--- config.mk ---
export PLATFORM = sky130hd
export DESIGN_NAME = pipe_ctrl
export DESIGN_NICKNAME = d
export VERILOG_FILES = /design/src/rtl/pipe_ctrl_pkg.sv /design/src/rtl/pipe_ctrl_hazard_detect.sv /design/src/rtl/pipe_ctrl.sv
export SDC_FILE = /design/constraint.sdc
export NUM_CORES = 1
export LEC_CHECK = 0
export ABC_CLOCK_PERIOD_IN_PS = 4200
export BUFFER_PORTS_ARGS = -buffer_cell sky130_fd_sc_hd__buf_2
export CAP_MARGIN = 25
export CORE_AREA = 5 5 57 59
export DETAILED_ROUTE_END_ITERATION = 10
export DIE_AREA = 0 0 62 64
export GPL_TIMING_DRIVEN = 0
export PLACE_DENSITY = 0.79
export RECOVER_POWER = 100
export SYNTH_ARGS = -nofsm -noshare
export SYNTH_HDL_FRONTEND = slang
export SYNTH_HIERARCHICAL = 1
export SYNTH_SLANG_ARGS = --single-unit
--- constraint.sdc ---
create_clock -name clk_i -period 4.2 [get_ports clk_i]
set_input_delay 0.63 -clock clk_i [delete_from_list [all_inputs] [get_ports clk_i]]
set_output_delay 0.63 -clock clk_i [all_outputs]
set_load 0.05 [all_outputs]
--- src/rtl/pipe_ctrl_pkg.sv ---
`default_nettype none
// pipe_ctrl_pkg: FSM states, register-address width and stage-control bundle for pipe_ctrl.
// Rev 1.0
package pipe_ctrl_pkg;

  localparam int unsigned XLEN   = 32;
  localparam int unsigned REG_AW = 5;

  typedef enum logic [1:0] {
    RUN      = 2'd0,
    MEM_WAIT = 2'd1,
    ERR      = 2'd2
  } state_e;

  typedef struct packed {
    logic pc_en;
    logic if_id_en;
    logic id_ex_en;
    logic ex_mem_en;
    logic mem_wb_en;
    logic if_id_flush;
    logic id_ex_flush;
    logic mem_wb_flush;
    logic mem_err;
  } stage_ctrl_t;

  localparam stage_ctrl_t CTRL_DEFAULT = '{
    pc_en: 1'b1, if_id_en: 1'b1, id_ex_en: 1'b1, ex_mem_en: 1'b1, mem_wb_en: 1'b1,
    if_id_flush: 1'b0, id_ex_flush: 1'b0, mem_wb_flush: 1'b0, mem_err: 1'b0
  };

  // Front of the pipe frozen; MEM/WB keeps advancing but receives bubbles.
  localparam stage_ctrl_t CTRL_MEM_STALL = '{
    pc_en: 1'b0, if_id_en: 1'b0, id_ex_en: 1'b0, ex_mem_en: 1'b0, mem_wb_en: 1'b1,
    if_id_flush: 1'b0, id_ex_flush: 1'b0, mem_wb_flush: 1'b1, mem_err: 1'b0
  };

endpackage
`default_nettype wire

--- src/rtl/pipe_ctrl_hazard_detect.sv ---
`default_nettype none
// hazard_detect: combinational load-use compare between the ID sources and the EX load target.
// Rev 1.0
module hazard_detect
  import pipe_ctrl_pkg::*;
(
  input  logic [REG_AW-1:0] id_rs1_i,
  input  logic [REG_AW-1:0] id_rs2_i,
  input  logic              id_rs1_used_i,
  input  logic              id_rs2_used_i,
  input  logic [REG_AW-1:0] ex_rd_i,
  input  logic              ex_is_load_i,
  output logic              load_use_o
);

  logic rs1_hit;
  logic rs2_hit;

  assign rs1_hit = id_rs1_used_i && (id_rs1_i == ex_rd_i);
  assign rs2_hit = id_rs2_used_i && (id_rs2_i == ex_rd_i);

  // x0 is hardwired to zero, so a load targeting it never creates a dependency.
  assign load_use_o = ex_is_load_i && (ex_rd_i != '0) && (rs1_hit || rs2_hit);

endmodule
`default_nettype wire

--- src/rtl/pipe_ctrl.sv ---
`default_nettype none
// pipe_ctrl: stall/flush controller for the five-stage pipeline with memory timeout and stall counter.
// Rev 1.0
module pipe_ctrl
  import pipe_ctrl_pkg::*;
#(
  parameter int unsigned W       = 32,
  parameter int unsigned TIMEOUT = 16,
  parameter int unsigned CW      = 16
) (
  input  logic              clk_i,
  input  logic              rst_ni,
  input  logic [REG_AW-1:0] id_rs1_i,
  input  logic [REG_AW-1:0] id_rs2_i,
  input  logic              id_rs1_used_i,
  input  logic              id_rs2_used_i,
  input  logic [REG_AW-1:0] ex_rd_i,
  input  logic              ex_is_load_i,
  input  logic              ex_redirect_i,
  input  logic              mem_req_i,
  input  logic              mem_ack_i,
  output logic              pc_en_o,
  output logic              if_id_en_o,
  output logic              id_ex_en_o,
  output logic              ex_mem_en_o,
  output logic              mem_wb_en_o,
  output logic              if_id_flush_o,
  output logic              id_ex_flush_o,
  output logic              mem_wb_flush_o,
  output logic              mem_err_o,
  output logic [CW-1:0]     stall_cnt_o
);

  localparam int unsigned WCW = $clog2(TIMEOUT);

  // The controller never touches datapath values; W only has to agree with the core.
  if (W != XLEN) begin : g_w_mismatch
  end

  state_e          state_q, state_d;
  logic [WCW-1:0]  wait_cnt_q, wait_cnt_d;
  logic [CW-1:0]   stall_cnt_q, stall_cnt_d;
  stage_ctrl_t     ctrl;
  logic            load_use;
  logic            wait_last;

  hazard_detect u_hazard_detect (
    .id_rs1_i      (id_rs1_i),
    .id_rs2_i      (id_rs2_i),
    .id_rs1_used_i (id_rs1_used_i),
    .id_rs2_used_i (id_rs2_used_i),
    .ex_rd_i       (ex_rd_i),
    .ex_is_load_i  (ex_is_load_i),
    .load_use_o    (load_use)
  );

  assign wait_last = (wait_cnt_q == WCW'(TIMEOUT - 1));

  always_comb begin
    ctrl       = CTRL_DEFAULT;
    state_d    = state_q;
    wait_cnt_d = wait_cnt_q;
    case (state_q)
      RUN: begin
        if (mem_req_i && !mem_ack_i) begin
          ctrl       = CTRL_MEM_STALL;
          state_d    = MEM_WAIT;
          wait_cnt_d = WCW'(1);
        end else if (ex_redirect_i) begin
          ctrl.if_id_flush = 1'b1;
          ctrl.id_ex_flush = 1'b1;
        end else if (load_use) begin
          ctrl.pc_en       = 1'b0;
          ctrl.if_id_en    = 1'b0;
          ctrl.id_ex_flush = 1'b1;
        end
      end
      MEM_WAIT: begin
        // An ack wins even on the cycle that would otherwise time out.
        if (mem_ack_i) begin
          state_d    = RUN;
          wait_cnt_d = '0;
        end else begin
          ctrl = CTRL_MEM_STALL;
          if (wait_last) begin
            state_d    = ERR;
            wait_cnt_d = '0;
          end else begin
            wait_cnt_d = wait_cnt_q + WCW'(1);
          end
        end
      end
      ERR: begin
        ctrl.mem_err      = 1'b1;
        ctrl.mem_wb_flush = 1'b1;
        state_d           = RUN;
      end
      default: begin
        state_d    = RUN;
        wait_cnt_d = '0;
      end
    endcase
  end

  always_comb begin
    stall_cnt_d = stall_cnt_q;
    if (!ctrl.pc_en && (stall_cnt_q != '1)) begin
      stall_cnt_d = stall_cnt_q + CW'(1);
    end
  end

  always_ff @(posedge clk_i or negedge rst_ni) begin
    if (!rst_ni) begin
      state_q     <= RUN;
      wait_cnt_q  <= '0;
      stall_cnt_q <= '0;
    end else begin
      state_q     <= state_d;
      wait_cnt_q  <= wait_cnt_d;
      stall_cnt_q <= stall_cnt_d;
    end
  end

  assign pc_en_o        = ctrl.pc_en;
  assign if_id_en_o     = ctrl.if_id_en;
  assign id_ex_en_o     = ctrl.id_ex_en;
  assign ex_mem_en_o    = ctrl.ex_mem_en;
  assign mem_wb_en_o    = ctrl.mem_wb_en;
  assign if_id_flush_o  = ctrl.if_id_flush;
  assign id_ex_flush_o  = ctrl.id_ex_flush;
  assign mem_wb_flush_o = ctrl.mem_wb_flush;
  assign mem_err_o      = ctrl.mem_err;
  assign stall_cnt_o    = stall_cnt_q;

endmodule
`default_nettype wire

==> summary.txt, run 1 <==
Status: finished, final reports clean
Post-Syn Area: 1350 µm²
Leakage: 0.690 nW
Yosys top cell by area: dfrtp_1
Most used routing layer: met2
Combinational family with the most area after synthesis: simple AND/OR/NAND/NOR gates
I/O Buffers: 46
Hold Path Origin: wait_cnt_q[3]
Vias/cell: 5.69
Worst-path clk slew: 0.11 ns
Post-route ant nets: 0
Prevailing post-synth register cell: dfrtp_1
First DRT Iteration DRCs: 28
Synth Area in Compound Gates: 0.0898
Synth unique cells: 43
# rows: 19
Logic gate share of total power: 0.425
Critical-path maximum fanout: 11
Top cell types by occurrence after synthesis: dfrtp_1, xor2_1, nand3_1
Setup tns final: 0 ns
WP data arrival: 2.96 ns
Endpoints failing setup: 0
Hold Path Class: reg2reg
Post-CTS Setup Inserts: 0
Die area: 3970 µm²
Number of global-route vias before repair: 1,167
Drt first pass iters: 4
Final Wtd Congestion: 0.747
Seq pwr share: 0.443
Antenna violations before repair: 0
H-tree depth: 1
Max Cap Violations: 0
Die Ht: 64 µm
Layout cells sized above 1: 0.188
Root Driver: clkbuf_4
Adder-cell share of the synthesized area: 0.0185
Clk Latency, worst-skew pair: 0.31 ns
Drt total wl: 3040 µm
Avg Inst Size Synth: 10.2 µm²
Final Hold Viols: 0
Synth top area share: 0.407
Sequential element share of the synthesized area: 0.407
Clock skew: 0.00158 ns
Slew Limit Headroom: 0.174
Synth Area in Simple Gates: 0.272
Gr ovfl total: 0
Achievable Freq: 279 MHz
Met1 usage: 0.183
R2r startpoint: stall_cnt_o[0]
Final Max Slew Viols: 0
Sw frac: 0.489
CTS Buf Count: 3
Largest net degree at the start of global routing: 23
Die width: 62 µm
Ys async rst share: 1.00
Minimum clock period: 3.59 ns
Area delta synth->final: 14.5%
# IOs: 48
Post-Synthesis Cells: 132
Initial Util: 0.508
Clock share of power: 0.132
Least-Margin Pin Slew: 1.21 ns
First-pass GRT wire length: 4750 µm
Ant diodes: 0
Setup CP Type: in2out
Post-detail-place hpwl: 2380 µm
CTS tree: built
Vias: 1,206
Most numerous cell in the Yosys netlist: dfrtp_1
Mapped Nets: 157
Critical path launch point type: input pin
Gr usage total: 0.155
# DRC: 0
Pwr Density: 459 nW/µm²
VDD IR max: 0.564 mV
CTS resizes: 0
Final #Nets: 208
Sink Count: 22
Synth warnings: 6
WL/cell: 14.3 µm
Met3 GRT Util: 0.0262
Power, Total: 0.000710 W
Post-cts hold buffer count: 0
Internal power: 0.000363 W
Final period util: 0.854
RSZ-0062 raised after global routing: false
CP required: 3.57 ns
Number of flops mapped to enable cells by yosys: 0
CTS max path bufs: 2
Crit. Startpoint: ex_rd_i[2]
Seq cells post-synth: 22
Worst setup EP type: output port
Post-Synth XOR/XNOR Area: 0.156
Multiplexer share of the synthesized area: 0.0157
Leading post-synthesis cells by cell area: dfrtp_1, xor2_1, nor4_2
Global-route track usage on met2: 0.259
Sw power: 0.000348 W
Total core area: 2660 µm²
[cell usage in the layout, fill, tap and decap left out, types with 2 or more instances in the layout]
cell and n:
nor3b_1 3, clkbuf_4 3, xor2_1 19, o21ai_0 4
nand3_1 9, xnor2_1 5, nand4_1 6, nor4_1 6
a21oi_1 3, dfrtp_1 22, nor2_1 7, ha_1 2
buf_4 3, buf_2 22, clkbuf_1 28, and3_1 3
nor3_1 4, nand2_1 8
[worst max-delay path, cell delays in order]
cell	delay, ns
clkbuf_1	0.12
xor2_1	0.18
nor4_1	0.33
nand3_1	0.12
a21oi_1	0.21
or3b_1	0.40
a21o_1	0.22
clkbuf_1	0.25
buf_4	0.20
clkbuf_1	0.28
[worst paths after layout]
check | end | slack [ns] | cells after the start
min in group asynchronous | stall_cnt_o[9] | 0.51 | 1
setup / recovery | pc_en_o | 0.61 | 10
max in group asynchronous | wait_cnt_q[2] | 3.01 | 1
hold reg to reg | wait_cnt_q[3] | 0.49 | 1
setup reg to reg | stall_cnt_o[10] | 1.84 | 5
hold / removal | wait_cnt_q[3] | 0.49 | 1
[routing by layer]
layer | vias to the layer above | wire length (µm)
met5 | - | 0
met4 | 0 | 44
met3 | 6 | 273
met2 | 44 | 1450
met1 | 582 | 1270
li1 | 574 | -
[area by class of cell]
cell class              instances  area, µm²
well taps                      31       38.8
repair buffers                 46        198
inverters                       1       3.75
clock buffers                   3       22.5
fillers                       260       1110
plain buffers                   7       40.0
flip-flops and latches         22        551
multi-input cells             102        694
[power by group through the flow]
stage | Sequential, W | Clock [W] | Combinational [W]
after CTS | 0.000313 | 0.0000971 | 0.000323
after floorplan | 0.000436 | 0 | 0.000113
final | 0.000315 | 0.0000935 | 0.000302
after detailed placement | 0.000316 | 0 | 0.000322
after global placement | 0.000313 | 0 | 0.000315
after global routing | 0.000324 | 0.000107 | 0.000320
[cell families (layout without fill, tap and decap cells)]
logic type,Yosys count,in the layout
AND/OR/NAND/NOR,57,57
XOR/XNOR,24,24
flip-flops,22,22
AO/OA/AOI/OAI,16,16
buffers and inverters,8,57
adder cells (fa/ha/maj),2,2
multiplexers,2,2
other,1,1
[state kept, by name (all words and copies together), names as in the netlist]
signal,count
stall_cnt_o,16
state_q,2
wait_cnt_q,4
[metrics by stage]
step | hold WS, ns | util | area (µm²) | instances | worst slack, ns
floorplan | 0.334 | - | 1350 | 132 | 0.714
global placement | 0.466 | 0.609 | 1620 | 209 | 0.947
detailed placement | 0.472 | 0.609 | 1620 | 209 | 0.906
CTS | 0.273 | 0.617 | 1640 | 212 | 0.898
global route | 0.506 | 0.581 | 1550 | 212 | 0.538
finish | 0.487 | 0.581 | 1550 | 212 | 0.615
Note: power is estimated with default switching activity, not from simulation.
==> run 2, diff against run 1 <==
--- a/config.mk
+++ b/config.mk
@@ -12,9 +12,8 @@
 export DETAILED_ROUTE_END_ITERATION = 10
 export DIE_AREA = 0 0 62 64
 export GPL_TIMING_DRIVEN = 0
-export PLACE_DENSITY = 0.79
+export PLACE_DENSITY = 0.78
 export RECOVER_POWER = 100
 export SYNTH_ARGS = -nofsm -noshare
 export SYNTH_HDL_FRONTEND = slang
-export SYNTH_HIERARCHICAL = 1
 export SYNTH_SLANG_ARGS = --single-unit
==> summary.txt, run 2 <==
Status: finished, final reports clean
WP data arrival: 2.51 ns (-0.45 ns)
Worst setup EP type: output port
# IOs: 48 (unchanged)
Initial Util: 0.507 (-0.000940)
R2r startpoint: state_q[1]
Sequential element share of the synthesized area: 0.408 (+0.000756)
Die area: 3970 µm² (unchanged)
Post-route ant nets: 0 (unchanged)
Gr ovfl total: 0 (unchanged)
I/O Buffers: 46 (unchanged)
Hold Path Origin: wait_cnt_q[3]
RSZ-0062 raised after global routing: false
Final Max Slew Viols: 0 (unchanged)
Layout cells sized above 1: 0.190 (+0.00263)
Synth warnings: 0 (-6)
Pwr Density: 433 nW/µm² (-5.6%)
Avg Inst Size Synth: 9.70 µm² (-5.2%)
First DRT Iteration DRCs: 24 (-14%)
# rows: 19 (unchanged)
Final Wtd Congestion: 0.798 (+6.9%)
Antenna violations before repair: 0 (unchanged)
CP required: 3.57 ns (about the same)
Most numerous cell in the Yosys netlist: dfrtp_1
Commonest non-fill, non-tap cells in the layout: clkbuf_1, buf_2, dfrtp_1
CTS Buf Count: 3 (unchanged)
Number of global-route vias before repair: 1,215 (+4.1%)
Top cell types by occurrence after synthesis: dfrtp_1, nor2_1, xnor2_1
Seq cells post-synth: 22 (unchanged)
Worst-path clk slew: 0.11 ns (about the same)
WL/cell: 14.1 µm (-1.3%)
Leakage: 0.721 nW (+4.6%)
CTS resizes: 0 (unchanged)
Synth top area share: 0.408 (+0.000756)
Post-Syn Area: 1350 µm² (-0.19%)
Critical-path maximum fanout: 7 (-4)
Number of flops mapped to enable cells by yosys: 0 (unchanged)
Vias: 1,191 (-1.2%)
Prevailing post-synth register cell: dfrtp_1
Yosys top cell by area: dfrtp_1
Slew Limit Headroom: 0.236 (+0.0616)
Achievable Freq: 319 MHz (+14%)
Drt total wl: 3110 µm (+2.5%)
Least-Margin Pin Slew: 1.15 ns (-0.0612 ns)
Ys async rst share: 1.00 (unchanged)
Placed insts: 216 (+3.3%)
Setup tns final: 0 ns (unchanged)
Setup CP Type: reg2out
Root Driver: clkbuf_4
H-tree depth: 1 (unchanged)
Mapped Nets: 164 (+4.5%)
# DRC: 0 (unchanged)
Clock skew: 0.0108 ns (+0.00921 ns)
Ant diodes: 0 (unchanged)
Post-cts hold buffer count: 0 (unchanged)
Final #Nets: 215 (+3.4%)
Leading post-synthesis cells by cell area: dfrtp_1, xnor2_1, xor2_1
Hold EP: wait_cnt_q[3]
Post-Synthesis Cells: 139 (+5.3%)
Hold depth: 1 (unchanged)
Final Hold Viols: 0 (unchanged)
Total core area: 2660 µm² (unchanged)
Largest net degree at the start of global routing: 23 (unchanged)
Minimum clock period: 3.14 ns (-0.448 ns)
Sink Count: 22 (unchanged)
Commonest non-fill, non-tap cell in the layout: clkbuf_1
Hold Path Class: reg2reg
Final period util: 0.747 (-0.107)
Die width: 62 µm (unchanged)
Post-CTS Setup Inserts: 0 (unchanged)
R2r endpoint: stall_cnt_o[1]
R2R setup slack: 1.73 ns (-0.11 ns)
R2R cell count: 5 (unchanged)
Post-detail-place hpwl: 2500 µm (+5.0%)
CTS max path bufs: 2 (unchanged)
Max FFs per register: 16 (unchanged)
Fin cells: 220 (+3.8%)
Die Ht: 64 µm (unchanged)
Critical path launch point type: flip-flop
Vias/cell: 5.41 (-4.8%)
Clk Latency, worst-skew pair: 0.32 ns (about the same)
CTS tree: built
Drt first pass iters: 4 (unchanged)
Area delta synth->final: 17.9%
Endpoints failing setup: 0 (unchanged)
Synth unique cells: 39 (-9.3%)
VDD IR max: 0.434 mV (-23%)
Gr usage total: 0.175 (+0.0195)
Fillcell total: 262 (+0.77%)
First-pass GRT wire length: 5290 µm (+11%)
Max Cap Violations: 0 (unchanged)
run 2: cells by family after synthesis:
logic type | synth area share
fa+ha+maj | 0.0185
other cells | 0.00278
buf+inv | 0.0445
compound gates | 0.126
simple gates | 0.217
xor+xnor | 0.156
flops | 0.408
mux | 0.0269
run 2: critical path, cell delays in order, from the launching register on:
cell and delay (ns):
dfrtp_1 0.46, a211oi_1 0.68, o21ai_0 0.37, nand2_1 0.20, clkbuf_1 0.49
run 2: how the worst max path moves through the flow:
stage,start,endpoint,slack (ns),cells past startpoint
CTS,ex_rd_i[1],pc_en_o,1.42,7
floorplan,mem_req_i,mem_wb_flush_o,0.97,2
detailed placement,ex_rd_i[1],pc_en_o,1.43,7
finish,state_q[1],if_id_en_o,1.06,4
global route,state_q[1],if_id_en_o,0.77,4
global placement,ex_rd_i[1],pc_en_o,1.48,7
run 2: where the power goes:
group	switching, W	internal (W)	leakage (nW)
combinational	0.000207	0.0000708	0.410
sequential	0.0000456	0.000247	0.290
clock	0.0000654	0.0000531	0.0210
run 2: routing by layer:
metal,GRT usage,share of wire
met5,0,0
met4,0.0743,0.014
met3,0.0362,0.049
met2,0.304,0.54
met1,0.198,0.40
run 2: per-stage QoR:
stage                     power, W  hold WS, ns  utilization  instance area (µm²)  setup WS, ns
after floorplan           0.000512        0.334            -                 1350         0.966
after detailed placement  0.000597        0.465        0.608                 1620          1.43
after global routing      0.000724        0.500        0.597                 1590         0.769
after global placement    0.000586        0.458        0.608                 1620          1.48
after CTS                 0.000716        0.262        0.621                 1650          1.42
final                     0.000689        0.491        0.597                 1590          1.06
run 2: layout make-up:
cell class	instances	area (µm²)	share of cell area
plain buffers	5	37.5	0.0236
clock buffers	4	36.3	0.0228
inverters	4	15.0	0.00944
multi-input cells	108	712	0.448
flip-flops and latches	22	551	0.346
well taps	31	38.8	0.0244
repair buffers	46	200	0.126
